[src/rtl/wd_pkg.sv]
// Shared types for the multi-channel watchdog: channel state encoding and
// the first-fault index width helper.
package wd_pkg;

    typedef enum logic [1:0] {
        DISABLED = 2'd0,
        ARMED    = 2'd1,
        WARN     = 2'd2,
        TRIPPED  = 2'd3
    } wd_state_t;

    // A single channel still gets a 1-bit index port.
    function automatic int first_ch_width(input int num_ch);
        return (num_ch > 1) ? $clog2(num_ch) : 1;
    endfunction

endpackage

[src/rtl/wd_channel.sv]
// One watchdog channel: DISABLED/ARMED/WARN/TRIPPED FSM plus its idle counter.
// WD_WINDOW_EN adds the early-kick window and the early_kick flag.
module wd_channel
    import wd_pkg::*;
#(
    parameter int CNT_W           = 32,
    parameter int TIMEOUT_CYCLES  = 1000000,
    parameter int WARN_CYCLES     = 750000,
    parameter int MIN_KICK_CYCLES = 1000
) (
    input  logic clk,
    input  logic rstn,
    input  logic enable,
    input  logic heartbeat,
    input  logic force_trip,
    input  logic clear,
    output logic warning,
    output logic triggered,
`ifdef WD_WINDOW_EN
    output logic early_kick,
`endif
    output logic tripped_nxt
);

    localparam logic [CNT_W-1:0] WARN_M1 = CNT_W'(WARN_CYCLES - 1);
    localparam logic [CNT_W-1:0] TMO_M1  = CNT_W'(TIMEOUT_CYCLES - 1);

    wd_state_t        state_q, state_d;
    logic [CNT_W-1:0] cnt_q, cnt_d;
`ifdef WD_WINDOW_EN
    localparam logic [CNT_W-1:0] MIN_KICK = CNT_W'(MIN_KICK_CYCLES);
    logic early_q, early_d;
`endif

    always_comb begin
        state_d = state_q;
        cnt_d   = cnt_q;
`ifdef WD_WINDOW_EN
        early_d = early_q;
`endif
        // A forced trip freezes the counter wherever it stood.
        if (force_trip && state_q != DISABLED) begin
            state_d = TRIPPED;
        end else begin
            case (state_q)
                DISABLED: begin
                    cnt_d = '0;
                    if (enable) state_d = ARMED;
                end
                TRIPPED: begin
                    if (clear) begin
                        state_d = DISABLED;
                        cnt_d   = '0;
`ifdef WD_WINDOW_EN
                        early_d = 1'b0;
`endif
                    end
                end
                default: begin
                    if (!enable) begin
                        state_d = DISABLED;
                        cnt_d   = '0;
                    end else if (heartbeat) begin
`ifdef WD_WINDOW_EN
                        if (state_q == ARMED && cnt_q < MIN_KICK) begin
                            state_d = TRIPPED;
                            early_d = 1'b1;
                        end else begin
                            state_d = ARMED;
                            cnt_d   = '0;
                        end
`else
                        state_d = ARMED;
                        cnt_d   = '0;
`endif
                    end else if (cnt_q == TMO_M1) begin
                        state_d = TRIPPED;
                        cnt_d   = cnt_q + 1'b1;
                    end else begin
                        cnt_d = cnt_q + 1'b1;
                        if (cnt_q == WARN_M1) state_d = WARN;
                    end
                end
            endcase
        end
    end

    always_ff @(posedge clk) begin
        if (!rstn) begin
            state_q <= DISABLED;
            cnt_q   <= '0;
`ifdef WD_WINDOW_EN
            early_q <= 1'b0;
`endif
        end else begin
            state_q <= state_d;
            cnt_q   <= cnt_d;
`ifdef WD_WINDOW_EN
            early_q <= early_d;
`endif
        end
    end

    assign warning     = (state_q == WARN);
    assign triggered   = (state_q == TRIPPED);
    assign tripped_nxt = (state_d == TRIPPED);
`ifdef WD_WINDOW_EN
    assign early_kick  = early_q;
`endif

endmodule

[src/rtl/multi_channel_watchdog.sv]
// NUM_CH independent heartbeat watchdogs with aggregated safe_shutdown and a
// first-fault channel latch. Define WD_WINDOW_EN for the windowed variant.
module multi_channel_watchdog
    import wd_pkg::*;
#(
    parameter int NUM_CH          = 4,
    parameter int CNT_W           = 32,
    parameter int TIMEOUT_CYCLES  = 1000000,
    parameter int WARN_CYCLES     = 750000,
    parameter int MIN_KICK_CYCLES = 1000
) (
    input  logic                                clk,
    input  logic                                rstn,
    input  logic [NUM_CH-1:0]                   enable,
    input  logic [NUM_CH-1:0]                   heartbeat,
    input  logic                                force_reset,
    input  logic                                clear,
    output logic [NUM_CH-1:0]                   warning,
    output logic [NUM_CH-1:0]                   triggered,
`ifdef WD_WINDOW_EN
    output logic [NUM_CH-1:0]                   early_kick,
`endif
    output logic                                safe_shutdown,
    output logic [first_ch_width(NUM_CH)-1:0]   first_ch,
    output logic                                first_valid
);

    localparam int FC_W = first_ch_width(NUM_CH);

    if (WARN_CYCLES < 1 || WARN_CYCLES >= TIMEOUT_CYCLES) begin : g_bad_warn
        $error("WARN_CYCLES must satisfy 1 <= WARN_CYCLES < TIMEOUT_CYCLES");
    end
    if (CNT_W < 63 && longint'(TIMEOUT_CYCLES) >= (longint'(1) << CNT_W)) begin : g_bad_tmo
        $error("TIMEOUT_CYCLES does not fit in CNT_W bits");
    end
`ifdef WD_WINDOW_EN
    if (MIN_KICK_CYCLES >= WARN_CYCLES) begin : g_bad_min
        $error("MIN_KICK_CYCLES must be below WARN_CYCLES");
    end
`else
    if (MIN_KICK_CYCLES < 0) begin : g_bad_min
        $error("MIN_KICK_CYCLES must be non-negative");
    end
`endif

    logic [NUM_CH-1:0] tripped_nxt;
    logic [FC_W-1:0]   first_idx;

    for (genvar i = 0; i < NUM_CH; i++) begin : g_ch
        wd_channel #(
            .CNT_W          (CNT_W),
            .TIMEOUT_CYCLES (TIMEOUT_CYCLES),
            .WARN_CYCLES    (WARN_CYCLES),
            .MIN_KICK_CYCLES(MIN_KICK_CYCLES)
        ) u_ch (
            .clk        (clk),
            .rstn       (rstn),
            .enable     (enable[i]),
            .heartbeat  (heartbeat[i]),
            .force_trip (force_reset),
            .clear      (clear),
            .warning    (warning[i]),
            .triggered  (triggered[i]),
`ifdef WD_WINDOW_EN
            .early_kick (early_kick[i]),
`endif
            .tripped_nxt(tripped_nxt[i])
        );
    end

    // Lowest channel that will be TRIPPED after this edge.
    always_comb begin
        first_idx = '0;
        for (int i = NUM_CH - 1; i >= 0; i--) begin
            if (tripped_nxt[i]) first_idx = FC_W'(i);
        end
    end

    // Re-latch only when no currently tripped channel survives the edge, so a
    // simultaneous clear-and-new-trip reports the new fault, not a stale one.
    always_ff @(posedge clk) begin
        if (!rstn) begin
            safe_shutdown <= 1'b0;
            first_valid   <= 1'b0;
            first_ch      <= '0;
        end else begin
            safe_shutdown <= |triggered;
            if (!(|tripped_nxt)) begin
                first_valid <= 1'b0;
                first_ch    <= '0;
            end else if (!first_valid || !(|(tripped_nxt & triggered))) begin
                first_valid <= 1'b1;
                first_ch    <= first_idx;
            end
        end
    end

endmodule

[config.mk]
export PLATFORM = sky130hd
export DESIGN_NAME = multi_channel_watchdog
export DESIGN_NICKNAME = d
export VERILOG_FILES = /design/src/rtl/wd_pkg.sv /design/src/rtl/wd_channel.sv /design/src/rtl/multi_channel_watchdog.sv
export SDC_FILE = /design/constraint.sdc
export NUM_CORES = 1
export LEC_CHECK = 0
export CORE_AREA = 2 2 115 117
export CTS_CLUSTER_DIAMETER = 200
export DETAILED_ROUTE_END_ITERATION = 6
export DIE_AREA = 0 0 117 119
export GPL_TIMING_DRIVEN = 0
export HOLD_SLACK_MARGIN = 0.12
export PLACE_DENSITY = 0.82
export SETUP_SLACK_MARGIN = 0.4
export SYNTH_ARGS = -nofsm -noshare
export SYNTH_HDL_FRONTEND = slang
export SYNTH_HIERARCHICAL = 1
export SYNTH_SLANG_ARGS = --single-unit
[constraint.sdc]
create_clock -name clk -period 3.85 [get_ports clk]
set_input_delay 0.77 -clock clk [delete_from_list [all_inputs] [get_ports clk]]
set_output_delay 0.77 -clock clk [all_outputs]
set_load 0.1 [all_outputs]
==> results of run 1 <==
==> per-layer routing <==
layer	global-route usage	part of all wire	routed length, um
met5	0	0	0
met3	0.04224	0.038	644
met1	0.3492	0.48	8023
met4	0.1066	0.024	408
met2	0.3992	0.46	7698
==> cell type report <==
type,instances,area [sq um],share of cell area
Clock buffer,26,509.2,0.06006
Multi-Input combinational cell,698,4409,0.5200
Timing Repair Buffer,23,230.2,0.02715
Clock inverter,6,35.03,0.004132
Sequential cell,140,2803,0.3305
Tap cell,176,220.2,0.02597
Buffer,32,175.2,0.02066
Inverter,26,97.59,0.01151
==> per-stage QoR <==
stage          cell area (sq um)  worst slack (ps)  total power [mW]
2_1_floorplan               7485             845.1             2.118
3_3_place_gp                7935             351.3             2.271
3_5_place_dp                7935             371.2             2.281
4_1_cts                     8479             762.7             3.782
5_1_grt                     8479             494.6             3.929
6_report                    8479             750.5             3.761
==> final timing paths <==
path,slack [ps],end
max,750,first_ch[1]$_SDFFE_PN0P_
max reg2reg,930,first_ch[1]$_SDFFE_PN0P_
min,480,g_ch[1].u_ch/cnt_q[31]$_SDFFE_PN0P_
min reg2reg,480,g_ch[1].u_ch/cnt_q[31]$_SDFFE_PN0P_
==> kinds of logic after synthesis <==
family | Yosys count | synth area share
AO/OA/AOI/OAI | 134 | 0.1103
AND/OR/NAND/NOR | 456 | 0.3430
buffers and inverters | 58 | 0.03644
XOR/XNOR | 88 | 0.1030
adder cells (fa/ha/maj) | 16 | 0.02675
flip-flops | 140 | 0.3745
multiplexers | 4 | 0.006018
==> registers in the layout, indices dropped and copies added, names as in the netlist <==
signal,cells
first_valid,1
first_ch,2
g_ch.u_ch/state_q,8
g_ch.u_ch/cnt_q,128
safe_shutdown,1
==> power groups by stage <==
stage / clock [mW] / combinational, mW / sequential, mW
final: 1.51 / 0.722 / 1.53
after global routing: 1.60 / 0.799 / 1.53
after CTS: 1.53 / 0.725 / 1.53
after detailed placement: 0 / 0.723 / 1.56
after global placement: 0 / 0.715 / 1.56
after floorplan: 0 / 0.480 / 1.64
==> Yosys cell counts, drive strengths merged, types with 9 or more instances <==
| cell | n | share of area |
|---|---|---|
| dfxtp | 140 | 0.37 |
| nand4 | 44 | 0.037 |
| xnor2 | 52 | 0.061 |
| or4b | 12 | 0.018 |
| nor3 | 12 | 0.0080 |
| and3 | 24 | 0.022 |
| o21a | 9 | 0.0090 |
| a21oi | 53 | 0.035 |
| or4 | 12 | 0.012 |
| ha | 16 | 0.027 |
| nor2b | 16 | 0.013 |
| o31ai | 16 | 0.016 |
| nand4b | 12 | 0.014 |
| xor2 | 36 | 0.042 |
| inv | 26 | 0.013 |
| nor2 | 128 | 0.064 |
| o21ai | 28 | 0.019 |
| nand3 | 32 | 0.021 |
| nand2 | 64 | 0.032 |
| or3 | 28 | 0.023 |
| clkbuf | 28 | 0.021 |
| and4 | 12 | 0.015 |
| nor4 | 40 | 0.041 |
==> worst reg2reg max path, cell delays in order, from the launching register on <==
cell and delay, ps:
dfxtp_1 380, or4b_2 680, nor4_1 350, and4_1 260, o22ai_1 80, a21oi_1 410
o41a_1 300, inv_2 60, o41ai_1 300
==> flow_summary.toml, run 1 <==
[finish]
final_nets = 966
final_cell_mix = "140 x dfxtp_1, 128 x nor2_1, 64 x nand2_1"
num_antenna_cells = 0
layout_commonest_cell = "dfxtp_1"
post_route_cells_drive_above_1_share = 0.08623
fill_cells = 1084
fin_util = 0.6586
syn_to_final_growth_pct = 13.29
final_cells = 1127

[grt]
grt_pass1_wl_um = 28890
gr-total-overflow = 0
grt_pass1_vias = 6254
antenna_found_initial = 0
grt_max_degree = 17
grtUsageTotal = 0.2558

[route]
drt_wl_total_um = 16770
via_count = 6635
vias_per_cell = 5.887
firstDrtPassIters = 4
dr.first_iter.drc_count = 534
drc = 0
postRouteAntennaNets = 0
drt-wirelength-per-cell_um = 14.88

[logic_synthesis]
synth_nets = 924
ys_ff_latch = 140
async_flop_share = 0
synth-edff-count = 0
syn_inst = 896
synth.distinct_cells = 47
yosys_warnings = 6
synth_area_per_cell_sq_um = 8.353
synth_area_sq_um = 7485
synthFlopType = "dfxtp_1"
seq_area_frac_synth = 0.3745

[min_path]
min_path_cells = 2
min_path_type = "register to register"
hp-start = "g_ch[1].u_ch/cnt_q[31]$_SDFFE_PN0P_"

[job]
drv_cap = 0

[die]
coreArea_sq_um = 12870
dieArea_sq_um = 13920
pin_count = 24
rows = 42
die_w_um = 117
start_util = 0.5813
die_h_um = 119

[timing]
rsz0062_at_grt = "false"
tightestPinTransition_ps = 1025
finalHoldViolCount = 0
setup_viol = 0
slew_headroom = 0.3144
final.setup_skew_ps = 5.463
fin_crit_ps = 3100
hold_ws_ps = 479.3
tns_ps = 0
min_period_over_period = 0.8051
max_freq_mhz = 322.6
maxSlewViolCount = 0

[status]
outcome = "complete, no violations"

[pwr]
p_comb_frac = 0.192
internal_power_mw = 2.633
p_switching_mw = 1.128
p_sw_frac = 0.3000
seqPwrFrac = 0.406
power_leakage_nw = 2.607
power_frac_clock = 0.402
ir_drop_v = 0.0004458
p_per_area_nw_per_um2 = 443.6

[critical_path]
crit_cells = 9
slowest_stage = "clkdlybuf4s50_1"
max_stage_delay_ps = 530
cp_max_fo = 6
crit_start = "clear"
worst-setup-path-type = "input pin to register"
path_buf_inv = 2
worst_ep_arrival_time_ps = 3410
reg2reg_depth = 8
crit_family = "compound AO/OA/AOI/OAI gates"
cp_cell_sequence = "clkdlybuf4s50_1 > nor2b_1 > nor2_1 > o31ai_1 > o22ai_1 > a21oi_1 > o41a_1 > inv_2 > o41ai_1"
critPathRequiredTime_ps = 4160
r2r_start = "g_ch[1].u_ch/cnt_q[7]$_SDFFE_PN0P_"
critPathLaunchType = "input pin"
end_kind = "register"

[cts]
cts-resized-gates = 0
cts_setup_buffers = 0
cts_max_path_buffers = 2
clock-sinks = 140
ctsHtreeMaxLevel = 4
cts_hold_buf = 0
insertion_delay_ps = 420
cts_tree = "built"
cts_root_buf = "clkbuf_16"
clk_pin_slew_ps = 60
cts_made_buffers = 17

[placed_design]
port_buffers = 23
gp_congestion = 0.8828
dp.cells = 1095
hpwl_um = 11650
Note: power is estimated with default switching activity, not from simulation.
==> run 2, diff against run 1 <==
- clock period: 3.85 -> 3 ns (I/O delays scaled with it)
==> flow_summary.toml, run 2 (synthesized netlist as in run 1, its figures left out) <==
[status]
outcome = "complete, no violations"

[placed_design]
port_buffers = 23
place_area_sq_um = 7965
hpwl_um = 11520
gp_congestion = 0.8770
dpl_worst_slack_ps = -205.4

[cts]
cts_root_buf = "clkbuf_16"
insertion_delay_ps = 430
clk_pin_slew_ps = 60
cts_tree = "built"
cts_made_buffers = 17
cts_max_path_buffers = 2
clock-sinks = 140
ctsHtreeMaxLevel = 4
cts_hold_buf = 0

[finish]
top_register = "g_ch.u_ch/cnt_q"
post_route_cells_drive_above_1_share = 0.1332
regArea_sq_um = 2803
syn_to_final_growth_pct = 19.39
multi_input_area_sq_um = 4651
fin_area_sq_um = 8936
largest_reg_flops = 128
num_antenna_cells = 0
fin_util = 0.6941
final_nets = 976
largestRegisters = "g_ch.u_ch/cnt_q x128, g_ch.u_ch/state_q x8, first_ch x2"
final_cell_mix = "140 x dfxtp_1, 128 x nor2_1, 64 x nand2_1"
layout_commonest_cell = "dfxtp_1"
fill_cells = 960

[timing]
rsz0062_at_grt = "true"
max_freq_mhz = 375.6
tightestPinTransition_ps = 1032
final.setup_skew_ps = 5.066
maxSlewViolCount = 0
tns_ps = 0
setup_viol = 0
fin_crit_ps = 2662
min_period_over_period = 0.8874
fin_ws_ps = 337.9
finalHoldViolCount = 0
slew_headroom = 0.3097

[route]
drt_wl_total_um = 17630
firstDrtPassIters = 5
vias_per_cell = 6.017
dr.first_iter.drc_count = 430
via_count = 6841
drt-wirelength-per-cell_um = 15.50
drc = 0
postRouteAntennaNets = 0

[grt]
met3_usage = 0.05445
antenna_found_initial = 0
grt_max_degree = 17
grtUsageTotal = 0.2645
grt_use_met1 = 0.3509
gr-total-overflow = 0
grt_use_met2 = 0.4079
grt_busiest_layer = "met2"
grt_pass1_wl_um = 29780
grt_pass1_vias = 6411

[die]
die_h_um = 119
coreArea_sq_um = 12870
dieArea_sq_um = 13920
pin_count = 24
start_util = 0.5813
die_w_um = 117
rows = 42

[critical_path]
cp_max_fo = 7
slowest_stage = "or4b_2"
critPathLaunchType = "register"
worst-setup-path-type = "register to register"
crit_family = "simple AND/OR/NAND/NOR gates"
cp_cell_sequence = "or4b_2 > nor4_4 > and4_1 > o22ai_1 > a21oi_2 > o41a_1 > inv_2 > o41ai_2"
path_buf_inv = 1
end_kind = "register"
max_stage_delay_ps = 740
worst_ep_arrival_time_ps = 2990
critPathRequiredTime_ps = 3330

[pwr]
p_per_area_nw_per_um2 = 607.0
power_mw = 5.424
power_leakage_nw = 2.820
ir_drop_v = 0.0004509

[job]
drv_cap = 0

[min_path]
min_path_type = "register to register"
run 2: cell count changes in the layout (fill, tap and decap cells not counted), moves of 7 or more:
cell,delta
buf_4,+10
bufinv_16,+7
clkdlybuf4s50_1,-11
dlygate4sd2_1,+7
nor4_1,-10
nor4_4,+7
run 2: report_power, final:
part           leakage (nW)  switching (mW)  total [mW]  internal [mW]
clock network         0.336           0.802        2.48           1.68
registers              1.13          0.0495        1.96           1.92
logic                  1.35           0.662       0.975          0.313
total                  2.82            1.51        5.42           3.91
run 2: path summary, 6_finish.rpt:
kind / start / endpoint / slack, ps / cells past startpoint
max: g_ch[1].u_ch/cnt_q[7]$_SDFFE_PN0P_ / first_ch[0]$_SDFFE_PN0P_ / 340 / 8
min: g_ch[2].u_ch/cnt_q[31]$_SDFFE_PN0P_ / g_ch[2].u_ch/cnt_q[31]$_SDFFE_PN0P_ / 480 / 2
max reg2reg: g_ch[1].u_ch/cnt_q[7]$_SDFFE_PN0P_ / first_ch[0]$_SDFFE_PN0P_ / 340 / 8
min reg2reg: g_ch[2].u_ch/cnt_q[31]$_SDFFE_PN0P_ / g_ch[2].u_ch/cnt_q[31]$_SDFFE_PN0P_ / 480 / 2
run 2: final cells by class:
type | count | area share
multi-input cells | 698 | 0.5204
flip-flops and latches | 140 | 0.3136
clock buffers | 20 | 0.05111
repair buffers | 33 | 0.03262
clock inverters | 12 | 0.02688
well taps | 176 | 0.02464
plain buffers | 32 | 0.01974
inverters | 26 | 0.01092
run 2: worst reg2reg max path, cell delays in order (launching register included):
cell and delay, ps:
dfxtp_1 370, or4b_2 740, nor4_4 220, and4_1 240, o22ai_1 100, a21oi_2 260
o41a_1 260, inv_2 70, o41ai_2 310
run 2: stage by stage:
step | std cells | hold WS (ps)
after floorplan | 896 | 444.7
after global placement | 1095 | 462.3
after detailed placement | 1095 | 466.9
after CTS | 1130 | 477.3
after global routing | 1137 | 494.4
final | 1137 | 484.0
run 2: timing repair:
| item | in CTS | in global routing |
|---|---|---|
| endpoints found under the setup margin | 24 | 41 |
| hold endpoints to repair | 0 | 0 |
| gates resized for setup | 28 | 26 |
| pin swaps | 7 | 5 |
| buffers inserted | 3 | 7 |
run 2: metal layers:
layer,vias up,routed length [um]
li1,3356,-
met2,209,8292
met3,41,829
met5,-,0
met4,0,456
met1,3235,8047
